[src/rtl/temp_convert.sv]
// Signed BCD temperature converter (F->C or C->F) with a multi-cycle datapath:
// BCD->binary, scale and offset, restoring divide for rounding, double-dabble.
module temp_convert #(
    parameter int DIV_W = 16,
    parameter int BIN_W = 12
) (
    input  logic       clk,
    input  logic       rst,
    input  logic       start,
    input  logic       to_celsius,
    input  logic       in_neg,
    input  logic [3:0] in_tens,
    input  logic [3:0] in_units,
    input  logic [3:0] in_tenths,
    output logic       busy,
    output logic       done,
    output logic       err,
    output logic       out_neg,
    output logic [3:0] out_hund,
    output logic [3:0] out_tens,
    output logic [3:0] out_units,
    output logic [3:0] out_tenths
);

    typedef enum logic [2:0] {
        S_IDLE,
        S_LOAD,
        S_MUL,
        S_DIV,
        S_BCD,
        S_DONE
    } state_t;

    localparam logic [4:0] DIV_LAST = 5'(DIV_W - 1);
    localparam logic [4:0] BIN_LAST = 5'(BIN_W - 1);

    state_t             state_q, state_d;
    logic [4:0]         cnt_q, cnt_d;
    logic               conv_q, conv_d;
    logic               bad_q, bad_d;
    logic               nneg_q, nneg_d;
    logic [9:0]         nmag_q, nmag_d;
    logic               sgn_q, sgn_d;
    logic [4:0]         den_q, den_d;
    logic [DIV_W-1:0]   rem_q, rem_d;
    logic [DIV_W-1:0]   quo_q, quo_d;
    logic [BIN_W-1:0]   bin_q, bin_d;
    logic [15:0]        bcd_q, bcd_d;
    logic               rneg_q, rneg_d;
    logic               busy_q, busy_d;
    logic               done_q, done_d;
    logic               err_q, err_d;
    logic               oneg_q, oneg_d;
    logic [15:0]        odig_q, odig_d;

    // Combinational scratch values
    logic [10:0]        ax;
    logic [15:0]        num;
    logic [DIV_W:0]     part;
    logic [DIV_W:0]     den_ext;
    logic [BIN_W-1:0]   qv;
    logic [BIN_W-1:0]   src;
    logic [14:0]        bcd_base;
    logic [11:0]        adj;

    always_comb begin
        state_d  = state_q;
        cnt_d    = cnt_q;
        conv_d   = conv_q;
        bad_d    = bad_q;
        nneg_d   = nneg_q;
        nmag_d   = nmag_q;
        sgn_d    = sgn_q;
        den_d    = den_q;
        rem_d    = rem_q;
        quo_d    = quo_q;
        bin_d    = bin_q;
        bcd_d    = bcd_q;
        rneg_d   = rneg_q;
        busy_d   = busy_q;
        done_d   = 1'b0;
        err_d    = err_q;
        oneg_d   = oneg_q;
        odig_d   = odig_q;
        ax       = '0;
        num      = '0;
        part     = '0;
        den_ext  = '0;
        qv       = '0;
        src      = '0;
        bcd_base = '0;
        adj      = '0;

        case (state_q)
            S_IDLE: begin
                if (start) begin
                    state_d = S_LOAD;
                    busy_d  = 1'b1;
                end
            end

            S_LOAD: begin
                conv_d  = to_celsius;
                nneg_d  = in_neg;
                bad_d   = (in_tens > 4'd9) || (in_units > 4'd9) || (in_tenths > 4'd9);
                nmag_d  = 10'(in_tens) * 10'd100 + 10'(in_units) * 10'd10 + 10'(in_tenths);
                state_d = S_MUL;
            end

            S_MUL: begin
                // Numerator is 2a+d so the divide by 2d rounds halves away from zero.
                if (conv_q) begin
                    if (nneg_q) begin
                        ax    = {1'b0, nmag_q} + 11'd320;
                        sgn_d = 1'b1;
                    end else if (nmag_q >= 10'd320) begin
                        ax    = {1'b0, nmag_q} - 11'd320;
                        sgn_d = 1'b0;
                    end else begin
                        ax    = 11'd320 - {1'b0, nmag_q};
                        sgn_d = 1'b1;
                    end
                    num   = 16'(ax) * 16'd10 + 16'd9;
                    den_d = 5'd18;
                end else begin
                    num   = 16'(nmag_q) * 16'd18 + 16'd5;
                    sgn_d = nneg_q;
                    den_d = 5'd10;
                end
                rem_d   = '0;
                quo_d   = DIV_W'(num);
                cnt_d   = '0;
                state_d = bad_q ? S_DONE : S_DIV;
            end

            S_DIV: begin
                part    = {rem_q, quo_q[DIV_W-1]};
                den_ext = {{(DIV_W - 4){1'b0}}, den_q};
                if (part >= den_ext) begin
                    rem_d = DIV_W'(part - den_ext);
                    quo_d = {quo_q[DIV_W-2:0], 1'b1};
                end else begin
                    rem_d = part[DIV_W-1:0];
                    quo_d = {quo_q[DIV_W-2:0], 1'b0};
                end
                if (cnt_q == DIV_LAST) begin
                    cnt_d   = '0;
                    state_d = S_BCD;
                end else begin
                    cnt_d = cnt_q + 5'd1;
                end
            end

            S_BCD: begin
                // First step applies the sign and C->F offset to the quotient.
                if (cnt_q == 5'd0) begin
                    qv = quo_q[BIN_W-1:0];
                    if (conv_q) begin
                        src    = qv;
                        rneg_d = sgn_q && (qv != '0);
                    end else if (!sgn_q) begin
                        src    = qv + BIN_W'(320);
                        rneg_d = 1'b0;
                    end else if (qv > BIN_W'(320)) begin
                        src    = qv - BIN_W'(320);
                        rneg_d = 1'b1;
                    end else begin
                        src    = BIN_W'(320) - qv;
                        rneg_d = 1'b0;
                    end
                    bcd_base = '0;
                end else begin
                    src      = bin_q;
                    bcd_base = bcd_q[14:0];
                end
                for (int i = 0; i < 3; i++) begin
                    adj[i*4 +: 4] = (bcd_base[i*4 +: 4] >= 4'd5) ?
                                    bcd_base[i*4 +: 4] + 4'd3 : bcd_base[i*4 +: 4];
                end
                bcd_d = {bcd_base[14:12], adj, src[BIN_W-1]};
                bin_d = {src[BIN_W-2:0], 1'b0};
                if (cnt_q == BIN_LAST) begin
                    cnt_d   = '0;
                    state_d = S_DONE;
                end else begin
                    cnt_d = cnt_q + 5'd1;
                end
            end

            S_DONE: begin
                done_d  = 1'b1;
                busy_d  = 1'b0;
                err_d   = bad_q;
                oneg_d  = bad_q ? 1'b0 : rneg_q;
                odig_d  = bad_q ? 16'h0000 : bcd_q;
                state_d = S_IDLE;
            end

            default: state_d = S_IDLE;
        endcase
    end

    always_ff @(posedge clk or posedge rst) begin
        if (rst) begin
            state_q <= S_IDLE;
            cnt_q   <= '0;
            conv_q  <= 1'b0;
            bad_q   <= 1'b0;
            nneg_q  <= 1'b0;
            nmag_q  <= '0;
            sgn_q   <= 1'b0;
            den_q   <= '0;
            rem_q   <= '0;
            quo_q   <= '0;
            bin_q   <= '0;
            bcd_q   <= '0;
            rneg_q  <= 1'b0;
            busy_q  <= 1'b0;
            done_q  <= 1'b0;
            err_q   <= 1'b0;
            oneg_q  <= 1'b0;
            odig_q  <= '0;
        end else begin
            state_q <= state_d;
            cnt_q   <= cnt_d;
            conv_q  <= conv_d;
            bad_q   <= bad_d;
            nneg_q  <= nneg_d;
            nmag_q  <= nmag_d;
            sgn_q   <= sgn_d;
            den_q   <= den_d;
            rem_q   <= rem_d;
            quo_q   <= quo_d;
            bin_q   <= bin_d;
            bcd_q   <= bcd_d;
            rneg_q  <= rneg_d;
            busy_q  <= busy_d;
            done_q  <= done_d;
            err_q   <= err_d;
            oneg_q  <= oneg_d;
            odig_q  <= odig_d;
        end
    end

    assign busy       = busy_q;
    assign done       = done_q;
    assign err        = err_q;
    assign out_neg    = oneg_q;
    assign out_hund   = odig_q[15:12];
    assign out_tens   = odig_q[11:8];
    assign out_units  = odig_q[7:4];
    assign out_tenths = odig_q[3:0];

endmodule

[config.mk]
export PLATFORM = sky130hd
export DESIGN_NAME = temp_convert
export DESIGN_NICKNAME = d
export VERILOG_FILES = /design/src/rtl/temp_convert.sv
export SDC_FILE = /design/constraint.sdc
export NUM_CORES = 1
export LEC_CHECK = 0
export BUFFER_PORTS_ARGS = -buffer_cell sky130_fd_sc_hd__buf_2
export CORE_MARGIN = 2
export CORE_UTILIZATION = 65
export CTS_BUF_LIST = sky130_fd_sc_hd__clkbuf_8
export DETAILED_ROUTE_END_ITERATION = 7
export PLACE_DENSITY_LB_ADDON = 0.3
export SYNTH_ARGS = -nofsm -noshare
export SYNTH_HDL_FRONTEND = slang
export SYNTH_SLANG_ARGS = --single-unit
[constraint.sdc]
create_clock -name clk -period 11.46 [get_ports clk]
set_clock_uncertainty 0.15 [all_clocks]
set_input_delay 2.292 -clock clk [delete_from_list [all_inputs] [get_ports clk]]
set_output_delay 2.292 -clock clk [all_outputs]
set_load 0.05 [all_outputs]
==> results of run 1 <==
## area by class of cell
class / count / area [um^2] / share of cell area
clock inverters: 7 / 83.8 / 0.00999
inverters: 55 / 209 / 0.0249
well taps: 147 / 184 / 0.0219
multi-input cells: 726 / 4940 / 0.588
repair buffers: 42 / 225 / 0.0268
clock buffers: 9 / 124 / 0.0148
flip-flops and latches: 105 / 2630 / 0.313
## registers in the layout, summed over array words and instances (netlist names)
name,count
sgn_q,1
den_q,3
nmag_q,10
rneg_q,1
bad_q,1
odig_q,16
out_neg,1
rem_q,16
cnt_q,5
done,1
conv_q,1
err,1
nneg_q,1
state_q,3
bin_q,11
bcd_q,16
quo_q,16
busy,1
## cell usage in the layout, fill, tap and decap left out, types with 10 or more instances in the layout
cell type,count
ha_1,84
dfrtp_1,105
inv_1,54
nand2_1,105
mux2_2,10
a21oi_1,61
a211oi_1,11
nand2b_1,26
nor3_1,23
nor2_1,64
xor2_1,26
nand3_1,21
o21ai_0,101
buf_2,36
xnor2_1,44
## final timing paths
kind                       startpoint  slack, ps         end
min                        odig_q[14]        330  odig_q[14]
max                         nmag_q[1]       6460   quo_q[14]
min reg2reg                odig_q[14]        330  odig_q[14]
min in group asynchronous         rst       1750       bad_q
max in group asynchronous         rst       8210   bcd_q[15]
max reg2reg                 nmag_q[1]       6460   quo_q[14]
## worst reg2reg max path, delay by kind of cell (launching register included)
| family | cells | cell delay [ps] |
|---|---|---|
| AOI/OAI and AO/OA | 8 | 2040 |
| adders and majority gates | 4 | 1160 |
| and+or+nand+nor | 3 | 490 |
| buffers and inverters | 1 | 110 |
| DFF | 1 | 520 |
| xor gates and xnor gates | 2 | 410 |
## metrics by stage
step | std cells | hold slack, ps | utilization | setup WS, ps | cell area, um^2
6_report | 1091 | 332 | 0.702 | 6460 | 8390
3_5_place_dp | 1075 | 315 | 0.684 | 6360 | 8180
4_1_cts | 1091 | 339 | 0.702 | 6500 | 8390
3_3_place_gp | 1075 | 305 | 0.684 | 6420 | 8180
2_1_floorplan | 925 | 293 | - | 6260 | 7920
5_1_grt | 1091 | 352 | 0.702 | 6060 | 8390
## layer usage
metal,vias up,track usage
li1,3294,-
met1,3041,0.332
met2,148,0.460
met3,29,0.0524
met4,0,0.0772
met5,-,0
## cells by family (layout without fill, tap and decap cells)
family	count (synthesis)	after routing	synth area share
adders and majority gates	91	91	0.150
buffers and inverters	94	113	0.0449
muxes	19	19	0.0256
xor gates and xnor gates	70	70	0.0774
and+or+nand+nor	295	295	0.180
DFF	105	105	0.332
AOI/OAI and AO/OA	251	251	0.190
==> impl_metrics.json, run 1 <==
{
  "syn_area_um2": 7920,
  "critPathBufInv": 1,
  "synth_common_cells": "dfrtp_1, nand2_1, o21ai_0",
  "hold_depth": 2,
  "crit_path_frequent_cell": "ha_1",
  "synth_area_leader_cell": "dfrtp_1",
  "crit_path_max_fanout": 9,
  "clk_pin_slew_ps": 100,
  "netlist.area_leader.share": 0.332,
  "status": "completed",
  "die_w_um": 114,
  "synth_edf_count": 0,
  "final_nets": 1047,
  "cap_violations": 0,
  "diodes": 0,
  "crit_family": "compound AO/OA/AOI/OAI gates",
  "first_pass_iters": 4,
  "drive_gt1_frac": 0.0900,
  "area_delta_synth_final_pct": 5.94,
  "dp_hpwl_um": 12200,
  "grt_pass1_wl_um": 28000,
  "ys_ff_latch": 105,
  "clkSinkCount": 105,
  "synth_area_leaders": "dfrtp_1, ha_1, o21ai_0",
  "slew-limit-headroom": 0.376,
  "postSynthCellCount": 925,
  "chipHeight_um": 114,
  "overflow": 0,
  "critical_path_class": "reg2reg",
  "fillCellCount": 946,
  "cts_buffers": 9,
  "syn_nets": 1033,
  "route.detailed.drc": 0,
  "ys_seq_area_frac": 0.332,
  "max_freq_mhz": 200,
  "top_layer_used": "met4",
  "layout_min_cycle_time_ps": 5000,
  "drv_slew": 0,
  "arrival_ps": 5120,
  "io_pins": 37,
  "async_flop_share": 1.00,
  "tightest_slew_ps": 934,
  "root_buffer": "clkbuf_8",
  "grt_use_total": 0.264,
  "wl_per_cell_um": 14.8,
  "fin_crit_sh": 0.436,
  "drt_iter0_markers": 388,
  "place_congestion": 0.895,
  "hold_path.class": "reg2reg",
  "rsz0062_at_grt": "no",
  "wl_um": 16200,
  "grt_pass1_vias": 6262,
  "rr_worst_depth": 18,
  "ant_nets": 0,
  "required_ps": 11580,
  "grt_max_degree": 71,
  "core-area_um2": 12000,
  "vias": 6512,
  "dieArea_um2": 13100,
  "clockBufferDepth": 2,
  "htree_num_levels": 3,
  "tritoncts": "done",
  "ys_warn_count": 0,
  "wl_met1_um": 7330,
  "syn_avg_cell_area_um2": 8.56,
  "cts_setup_buffers": 0,
  "ys.flop_type": "dfrtp_1",
  "insertion_delay_ps": 390,
  "crit_slowest_cell": "dfrtp_1",
  "crit_path_end_kind": "flop",
  "crit_cells": 18,
  "setup_tns_ps": 0,
  "cts_resized": 0,
  "finalSetupViolCount": 0,
  "met3_length_um": 694,
  "crit_path_start_kind": "flop",
  "portBuffers": 36,
  "start_util": 0.662,
  "yosysUniqueCellTypes": 60,
  "grt_antenna_before_repair": 0,
  "hold_violations": 0,
  "worstPathCellList": "inv_1 -> ha_1 -> and3_1 -> a21boi_0 -> o21ai_0 -> a21oi_1 -> xor2_1 -> ha_1 -> ha_1 -> fa_1 -> a211oi_1 -> o21bai_1 -> a2111oi_0 -> or3_1 -> xnor2_1 -> nor4_1 -> a221oi_1 -> o21ai_0",
  "wl_met2_um": 7910,
  "postCtsHoldBufs": 0,
  "num_rows": 40,
  "slowest_delay_ps": 520,
  "vias_per_cell": 5.97
}
Power of run 1 is left out: the tool's default activity adds up to more than one toggle a clock period on the data nets, which glitch-free logic cannot reach.
==> inputs of run 2 (changes only) <==
--- a/config.mk
+++ b/config.mk
@@ -7,7 +7,7 @@
 export LEC_CHECK = 0
 export BUFFER_PORTS_ARGS = -buffer_cell sky130_fd_sc_hd__buf_2
 export CORE_MARGIN = 2
-export CORE_UTILIZATION = 65
+export CORE_UTILIZATION = 58
 export CTS_BUF_LIST = sky130_fd_sc_hd__clkbuf_8
 export DETAILED_ROUTE_END_ITERATION = 7
 export PLACE_DENSITY_LB_ADDON = 0.3
==> constraint.sdc (replaced) <==
create_clock -name clk -period 4.2 [get_ports clk]
set_clock_uncertainty 0.15 [all_clocks]
set_input_delay 0.84 -clock clk [delete_from_list [all_inputs] [get_ports clk]]
set_output_delay 0.84 -clock clk [all_outputs]
set_load 0.05 [all_outputs]
==> run 2 against run 1 <==
Net effect: largest cell class unchanged; highest routed layer unchanged; routed wire length increased by 5.5%; worst setup slack worse by 6400 ps; die area rose by 12%; core utilization decreased by 3.5 points; hold slack improved by 2.5 ps.
==> impl_metrics.json, run 2 (same netlist as run 1, synthesis figures left out) <==
{
  "crit_slowest_cell": "or3_1",
  "chipHeight_um": 121,
  "area_delta_synth_final_pct": 11.8,
  "die_w_um": 121,
  "grt_antenna_before_repair": 0,
  "io_pins": 37,
  "core-area_um2": 13300,
  "vias": 6628,
  "tritoncts": "done",
  "final_nets": 1079,
  "final_common_cell": "nand2_1",
  "clkSinkCount": 105,
  "max_freq_mhz": 241,
  "fillCellCount": 1114,
  "hold_violations": 0,
  "crit_path_max_fanout": 4,
  "crit_path_end_kind": "flop",
  "grt_max_degree": 82,
  "drv_slew": 0,
  "grt_pass1_wl_um": 28800,
  "root_buffer": "clkbuf_8",
  "crit_path_start_kind": "flop",
  "place_ws_ps": -86.9,
  "start_util": 0.596,
  "clk_pin_slew_ps": 110,
  "status": "completed",
  "layout_setup_ws_ps": 58.8,
  "diodes": 0,
  "fin_crit_sh": 0.986,
  "drive_gt1_frac": 0.150,
  "wl_per_cell_um": 14.8,
  "clockBufferDepth": 2,
  "arrival_ps": 4270,
  "critPathBufInv": 3,
  "worstPathCellList": "inv_1 -> ha_2 -> and3_1 -> a21boi_2 -> inv_1 -> a21oi_2 -> mux2_2 -> o21ai_2 -> ha_4 -> ha_4 -> o21ai_0 -> o21bai_1 -> a2111oi_0 -> or3_1 -> xnor2_2 -> buf_4 -> nor3_1 -> mux2i_1 -> a31oi_1",
  "layout_common_cells": "nand2_1, dfrtp_1, o21ai_0",
  "place_congestion": 0.869,
  "critical_path_class": "reg2reg",
  "hold_path.class": "reg2reg",
  "setup_tns_ps": 0,
  "hold_slack_ps": 334,
  "insertion_delay_ps": 400,
  "register_area_um2": 2630,
  "multi_input_area_um2": 5110,
  "dp_hpwl_um": 12500,
  "grt_use_total": 0.242,
  "portBuffers": 36,
  "layout_min_cycle_time_ps": 4140,
  "finalSetupViolCount": 0,
  "postCtsHoldBufs": 0,
  "grt_pass1_vias": 6296,
  "vias_per_cell": 5.75,
  "first_pass_iters": 5,
  "tightest_slew_ps": 1000,
  "slew-limit-headroom": 0.334,
  "route.detailed.drc": 0,
  "ant_nets": 0,
  "htree_num_levels": 3,
  "overflow": 0,
  "wl_um": 17100,
  "cap_violations": 0,
  "crit_family": "compound AO/OA/AOI/OAI gates",
  "dieArea_um2": 14600,
  "fin_util": 0.666,
  "slowest_delay_ps": 440,
  "num_rows": 42,
  "drt_iter0_markers": 374,
  "cts_buffers": 9,
  "required_ps": 4330
}
==> run 2: area by class of cell <==
class                           instances  share of cell area
Inverter                               55              0.0236
Sequential cell                       105               0.297
Timing Repair Buffer                   74              0.0525
Tap cell                              176              0.0249
Clock buffer                            9              0.0140
Multi-Input combinational cell        726               0.577
Clock inverter                          7              0.0107
==> run 2: final timing paths <==
kind | endpoint | start | slack (ps) | cells past startpoint
worst max-delay path | quo_q[12] | nmag_q[0] | 60 | 19
worst min-delay path | odig_q[8] | odig_q[8] | 330 | 2
worst max register to register | quo_q[12] | nmag_q[0] | 60 | 19
worst min register to register | odig_q[8] | odig_q[8] | 330 | 2
max in group asynchronous | out_neg | rst | 2630 | 3
min in group asynchronous | rem_q[4] | rst | 490 | 2
==> run 2: per-stage QoR <==
| step | area [um^2] | std cells |
|---|---|---|
| CTS | 8670 | 1146 |
| global placement | 8420 | 1129 |
| global route | 8860 | 1152 |
| floorplan | 7930 | 925 |
| detailed placement | 8420 | 1129 |
| finish | 8860 | 1152 |
==> run 2: worst register-to-register path: cells and delay by family, from the launching register on <==
kind | cells | cell delay [ps]
multiplexers | 2 | 510
XOR/XNOR | 1 | 270
adder cells (fa/ha/maj) | 3 | 700
flip-flops | 1 | 360
AO/OA/AOI/OAI | 7 | 1120
buffers and inverters | 3 | 290
AND/OR/NAND/NOR | 3 | 640
==> run 2: repair_timing <==
item                                    4_1_cts  5_1_grt
buffers inserted                              1        6
endpoints found under the setup margin        3        7
pin swaps                                     4       18
gates resized for setup                       5       26
hold endpoints to repair                      0        0
==> run 2: layer usage <==
layer / share of wire / global-route usage / vias up
met5: 0 / 0 / -
met4: 0.023 / 0.0683 / 0
met3: 0.032 / 0.0465 / 35
met2: 0.49 / 0.415 / 127
met1: 0.46 / 0.310 / 3125
li1: - / - / 3341
Power of run 2 is left out for the same reason.
